`src/rtl/mips_pkg.sv`:
```
// Shared MIPS definitions used by the multicycle controller.
// Holds the state encodings, opcodes and datapath select encodings.
package mips_pkg;

    localparam logic [3:0] S_FETCH    = 4'd0;
    localparam logic [3:0] S_DECODE   = 4'd1;
    localparam logic [3:0] S_MEMADR   = 4'd2;
    localparam logic [3:0] S_MEMRD    = 4'd3;
    localparam logic [3:0] S_MEMWB    = 4'd4;
    localparam logic [3:0] S_MEMWR    = 4'd5;
    localparam logic [3:0] S_EXECUTE  = 4'd6;
    localparam logic [3:0] S_ALUWB    = 4'd7;
    localparam logic [3:0] S_BRANCH   = 4'd8;
    localparam logic [3:0] S_ADDIEXEC = 4'd9;
    localparam logic [3:0] S_ADDIWB   = 4'd10;
    localparam logic [3:0] S_JUMP     = 4'd11;

    localparam logic [5:0] OP_LW    = 6'b100011;
    localparam logic [5:0] OP_SW    = 6'b101011;
    localparam logic [5:0] OP_RTYPE = 6'b000000;
    localparam logic [5:0] OP_BEQ   = 6'b000100;
    localparam logic [5:0] OP_ADDI  = 6'b001000;
    localparam logic [5:0] OP_J     = 6'b000010;

    localparam logic [1:0] SRCB_REG    = 2'b00;
    localparam logic [1:0] SRCB_FOUR   = 2'b01;
    localparam logic [1:0] SRCB_IMM    = 2'b10;
    localparam logic [1:0] SRCB_IMMSH2 = 2'b11;

    localparam logic [1:0] PCSRC_ALU    = 2'b00;
    localparam logic [1:0] PCSRC_ALUOUT = 2'b01;
    localparam logic [1:0] PCSRC_JUMP   = 2'b10;

    localparam logic [1:0] ALUOP_ADD   = 2'b00;
    localparam logic [1:0] ALUOP_SUB   = 2'b01;
    localparam logic [1:0] ALUOP_FUNCT = 2'b10;

endpackage

```
`src/rtl/multicycle_control.sv`:
```
// Moore FSM controller for a multicycle MIPS datapath (lw/sw/R/beq/addi/j).
// Write enables are forced low while reset is held so a held reset never writes.
module multicycle_control
    import mips_pkg::*;
(
    input  logic       clk,
    input  logic       reset,
    input  logic [5:0] op,
    input  logic       zero,
    output logic       memwrite,
    output logic       irwrite,
    output logic       regwrite,
    output logic       pcwrite,
    output logic       branch,
    output logic       pcen,
    output logic       iord,
    output logic       regdst,
    output logic       memtoreg,
    output logic       alusrca,
    output logic [1:0] alusrcb,
    output logic [1:0] aluop,
    output logic [1:0] pcsrc,
    output logic [3:0] state
);

    logic [3:0] state_q, state_d;
    logic       memwrite_s, irwrite_s, regwrite_s, pcwrite_s, branch_s;

    always_ff @(posedge clk or posedge reset) begin
        if (reset) state_q <= S_FETCH;
        else       state_q <= state_d;
    end

    always_comb begin
        state_d = S_FETCH;
        case (state_q)
            S_FETCH: state_d = S_DECODE;
            S_DECODE: begin
                case (op)
                    OP_LW, OP_SW: state_d = S_MEMADR;
                    OP_RTYPE:     state_d = S_EXECUTE;
                    OP_BEQ:       state_d = S_BRANCH;
                    OP_ADDI:      state_d = S_ADDIEXEC;
                    OP_J:         state_d = S_JUMP;
                    default:      state_d = S_FETCH;
                endcase
            end
            S_MEMADR: begin
                if (op == OP_LW)      state_d = S_MEMRD;
                else if (op == OP_SW) state_d = S_MEMWR;
                else                  state_d = S_FETCH;
            end
            S_MEMRD:    state_d = S_MEMWB;
            S_EXECUTE:  state_d = S_ALUWB;
            S_ADDIEXEC: state_d = S_ADDIWB;
            default:    state_d = S_FETCH;
        endcase
    end

    always_comb begin
        memwrite_s = 1'b0;
        irwrite_s  = 1'b0;
        regwrite_s = 1'b0;
        pcwrite_s  = 1'b0;
        branch_s   = 1'b0;
        iord       = 1'b0;
        regdst     = 1'b0;
        memtoreg   = 1'b0;
        alusrca    = 1'b0;
        alusrcb    = SRCB_REG;
        aluop      = ALUOP_ADD;
        pcsrc      = PCSRC_ALU;
        case (state_q)
            S_FETCH: begin
                alusrcb   = SRCB_FOUR;
                irwrite_s = 1'b1;
                pcwrite_s = 1'b1;
            end
            S_DECODE: alusrcb = SRCB_IMMSH2;
            S_MEMADR: begin
                alusrca = 1'b1;
                alusrcb = SRCB_IMM;
            end
            S_MEMRD: iord = 1'b1;
            S_MEMWB: begin
                memtoreg   = 1'b1;
                regwrite_s = 1'b1;
            end
            S_MEMWR: begin
                iord       = 1'b1;
                memwrite_s = 1'b1;
            end
            S_EXECUTE: begin
                alusrca = 1'b1;
                aluop   = ALUOP_FUNCT;
            end
            S_ALUWB: begin
                regdst     = 1'b1;
                regwrite_s = 1'b1;
            end
            S_BRANCH: begin
                alusrca  = 1'b1;
                aluop    = ALUOP_SUB;
                pcsrc    = PCSRC_ALUOUT;
                branch_s = 1'b1;
            end
            S_ADDIEXEC: begin
                alusrca = 1'b1;
                alusrcb = SRCB_IMM;
            end
            S_ADDIWB: regwrite_s = 1'b1;
            S_JUMP: begin
                pcsrc     = PCSRC_JUMP;
                pcwrite_s = 1'b1;
            end
            default: ;
        endcase
    end

    // Reset is asynchronous, so gate the enables combinationally as well.
    assign memwrite = memwrite_s & ~reset;
    assign irwrite  = irwrite_s  & ~reset;
    assign regwrite = regwrite_s & ~reset;
    assign pcwrite  = pcwrite_s  & ~reset;
    assign branch   = branch_s   & ~reset;
    assign pcen     = pcwrite | (branch & zero);
    assign state    = state_q;

endmodule
```
`config.mk`:
```
export PLATFORM = sky130hd
export DESIGN_NAME = multicycle_control
export DESIGN_NICKNAME = d
export VERILOG_FILES = /design/src/rtl/mips_pkg.sv /design/src/rtl/multicycle_control.sv
export SDC_FILE = /design/constraint.sdc
export NUM_CORES = 1
export LEC_CHECK = 0
export ABC_AREA = 0
export CAP_MARGIN = 40
export CORE_AREA = 4 4 41 43
export CTS_BUF_LIST = sky130_fd_sc_hd__clkbuf_8
export CTS_CLUSTER_DIAMETER = 40
export DETAILED_ROUTE_END_ITERATION = 16
export DIE_AREA = 0 0 45 47
export GPL_ROUTABILITY_DRIVEN = 0
export PLACE_DENSITY = 0.88
export SYNTH_ARGS = -nofsm -noshare
export SYNTH_HDL_FRONTEND = slang
export SYNTH_SLANG_ARGS = --single-unit
export TNS_END_PERCENT = 100
```
`constraint.sdc`:
```
create_clock -name clk -period 3.61 [get_ports clk]
set_input_delay 0.361 -clock clk [delete_from_list [all_inputs] [get_ports clk]]
set_output_delay 0.361 -clock clk [all_outputs]
set_load 0.01 [all_outputs]
```
======== Word level (Yosys, flattened, before mapping) ========
Index checks and enable logic that the tools add are counted.
storage, ports and cells
  flip-flop bits (word level) ............. 4
  output and inout port bits .............. 20
cells by class
  reductions and logical operators ........ 8
  bitwise operators ....................... 8
  muxes and demuxes ....................... 16
  eq/ne operators ......................... 16
operator list
  cell                count
  $pmux 4 s6          1
  $pmux 4 s5          1
  $eq 4x3->1 const B  4
  $eq 4x4->1 const B  4
  $eq 6x6->1 const B  2
  $mux 1              9
  $eq 4x2->1 const B  2
  $pmux 2 s2          2
  $reduce_or 2->1     4
  $and 1x1->1         6
  $eq 6x2->1 const B  1
  $eq 6x3->1 const B  1
  $eq 6x4->1 const B  1
  $logic_not 6->1     1
  $mux 3              2
  $pmux 2 s3          1
  $eq 4x1->1 const B  1
  $logic_not 4->1     1
  $reduce_or 4->1     1
  $reduce_or 3->1     1
  $not 1->1           1
  $or 1x1->1          1

======== Logic depth before layout (Yosys ltp) ========
  depth in word-level cells ............... 5
  mapped depth ............................ 5
  mapped depth without buffers ............ 3

======== Worst setup path before layout ========
OpenSTA, ideal clock, no wires.
  kind .................................... register to output
  start point ............................. register state_q[3], in the netlist state[3]
  end point ............................... output pcwrite
  cell stages (with the launch flop) ...... 4
  data arrival time ....................... 1.206 ns
  buffers on the path ..................... 1
  path slack .............................. 2.043 ns
  data required time ...................... 3.249 ns
  cell sequence ........................... dfrtp_1 > buf_6 > or3_4 > a211oi_2
on the way
  word-level cells in the longest chain between the ends .. 4
  elaborated cells on any way between the ends .. 5
  those cells by class .................... 1 x eq/ne; 1 x mux; 1 x bitwise; 2 x reduce/logical
ends and longest elaborated chain
  item                                           line                       source
  start: declaration                             multicycle_control.sv:26   logic [3:0] state_q, state_d;
  start signal: assignment                       multicycle_control.sv:31   else state_q <= state_d;
  $eq 4x4->1 or $logic_not 4->1 (tied branches)  multicycle_control.sv:73   case (state_q)
  $reduce_or 2->1 (no line) (*)                  n/a
  $mux 1 (*)                                     multicycle_control.sv:73
  $and 1x1->1 (*)                                multicycle_control.sv:124  assign pcwrite = pcwrite_s & ~reset;
  end: declaration                               multicycle_control.sv:13   output logic pcwrite,
Mark *: on every way between the ends. The rest lies on a longest branch, timed or not.

======== Worst setup path in the final report ========
  start point ............................. register state_q[0], in the netlist state[0]
  end point ............................... output pcwrite
The elaborated chain is that of the path after synthesis.

==> impl_metrics.ini <==
[clock_network]
cts_tree = built
holdBufCountCts = 0
htreeDepth = 1
clkLatencyLatePin_ns = 0.21
cts_made_buffers = 3
cts-root-buf = clkbuf_8
cts_sinks = 4
cts_setup_buffers = 0
clk_pin_slew_worst_paths_ns = 0.04
clockBufferDepth = 2
cts_resized = 0

[logic_synthesis]
synth_top_area_share_pct = 19.1
syn_avg_cell_area_sq_um = 7.16
ys.flop_type = dfrtp_1
yosysWarnings = 0
synth_cells = 73
postSynth.asyncResetShare_pct = 100
synth_edf_count = 0
synth_top_cell_by_area = dfrtp_1
netlist_area_sq_um = 523
synth_cell_types = 26
syn_nets = 82
synth_area_leaders = dfrtp_1, buf_6, nor2_1, o21ai_0, xor2_1
yosysSeqAreaShare_pct = 19.1
ys_seq_elements = 4

[worst_setup_path]
required_ns = 3.25
end_kind = output pin
cp-start-kind = register
crit_type = register to output pin
critPathArrivalTime_ns = 2.02
cp_max_fo = 21

[routing]
ant_nets = 0
wl_per_cell_microns = 13.5
via_per_inst = 5.74
drtIter0Drc = 13
drc_errors = 0
vias = 649
wl_mm = 1.52
firstDrtPassIters = 4

[timing]
setup_tns_ns = 0
relSlewSlack_pct = 58.5
hold_viol = 0
period_share_pct = 66.0
clock.fmax_mhz = 420
setup_viol = 0
drv_slew = 0
layout_min_cycle_time_ns = 2.38
grt_setup_unrepaired = no
tightest_slew_ns = 0.623
setup_ws_ns = 1.23
hold_ws_ns = 0.529
skew_ns = 0.00575

[die]
die_area_sq_mm = 0.00212
die_w_microns = 45
fp-row-count = 13
start_util_pct = 40.2
core_sq_mm = 0.00130
die_h_microns = 47
pin_count = 29

[grt]
antenna_found_initial = 0
grt_overflow = 0
track_usage_pct = 14.4
grt_max_degree = 23
grt_pass1_wl_mm = 2.26
grt_pass1_vias = 525

[power_and_ir_drop]
p_leak_nw = 0.302
power_density_mw_per_mm2 = 505
power_uw = 407
ir_drop_mv = 0.293

[finish]
design_area_sq_um = 806
antenna_cells = 0
layoutNonFillerInstCount = 113
largest_reg_flops = 4
nets = 109
drive_gt1_share_pct = 6.12
layout-area-overhead-vs-synth_pct = 54.1
final_util_pct = 61.9

[placed_design]
dpl.cell_count = 110
dpl_cell_area_sq_um = 764
dpl.hpwl_mm = 1.15
port_buffers = 28
dp_worst_setup_slack_ns = 1.43

[status]
status = finished clean

[flow_run]
cap_violations = 0

[hold_path]
hold_path_class = primary input to asynchronous set/reset pin
per-layer routing:
metal | GRT usage [%] | share of wire [%]
met5 | 0 | 0
met4 | 6.43 | 0.59
met3 | 1.92 | 8.7
met2 | 24.0 | 50
met1 | 18.5 | 40
power breakdown:
group | switching, mW | leakage [nW] | internal, mW
Clock | 0.0224 | 0.0216 | 0.0710
Combinational | 0.0890 | 0.227 | 0.123
Sequential | 0.0471 | 0.0532 | 0.0544
logic make-up (layout without fill, tap and decap cells):
logic type                count (synthesis)  in the layout  share of synthesized area [%]
AOI/OAI and AO/OA                        15             15                           17.9
xor gates and xnor gates                  4              4                           6.70
buffers and inverters                     9             34                           13.2
DFF                                       4              4                           19.1
and+or+nand+nor                          41             41                           43.1
final timing paths:
| check | startpoint | end | slack, ns | cells past startpoint |
|---|---|---|---|---|
| min | reset | state[0]$_DFF_PP0_ | 0.53 | 2 |
| min in group clk | state[3]$_DFF_PP0_ | state[3]$_DFF_PP0_ | 0.78 | 2 |
| max | state[0]$_DFF_PP0_ | pcwrite | 1.23 | 3 |
| max in group asynchronous | reset | state[2]$_DFF_PP0_ | 2.90 | 2 |
| min reg2reg | state[3]$_DFF_PP0_ | state[3]$_DFF_PP0_ | 0.78 | 2 |
| max reg2reg | state[1]$_DFF_PP0_ | state[2]$_DFF_PP0_ | 2.23 | 3 |
worst max-delay path, cell delays in order, from the launching register on:
cell and delay (ns):
dfrtp_1 0.58, or3_4 0.46, a211oi_2 0.21, clkdlybuf4s50_1 0.56
cell usage in the layout, fill, tap and decap left out:
master,count
nand2b_1,4
xor2_1,4
nor4b_1,1
a21oi_1,3
a211oi_1,1
o2111ai_1,1
clkbuf_8,3
and4_1,1
nand2_1,6
nand2b_2,1
o22a_1,1
o21ai_0,7
or3_4,1
a31oi_1,1
nand3_1,3
nand4_1,2
inv_1,3
clkdlybuf4s50_1,28
and3_1,2
a211oi_2,1
dfrtp_1,4
nand4b_1,3
nor3_1,6
nor4_1,1
nor2_1,10
cells in the mapped netlist, types with 2 or more instances:
cell / number
nand2b_1: 4
inv_1: 3
buf_6: 4
nand2_1: 6
o21ai_0: 7
nand4b_1: 3
dfrtp_1: 4
a21oi_1: 3
xor2_1: 4
and3_1: 2
nor2_1: 10
nand4_1: 2
nand3_1: 3
nor3_1: 6
cell type report:
type / count / area [sq um]
Clock buffer: 3 / 41.3
Inverter: 3 / 11.3
Sequential cell: 4 / 100
Timing Repair Buffer: 28 / 280
Multi-Input combinational cell: 60 / 354
Tap cell: 15 / 18.8
Fill cell: 125 / 495
(Power assumes the default switching activity.)
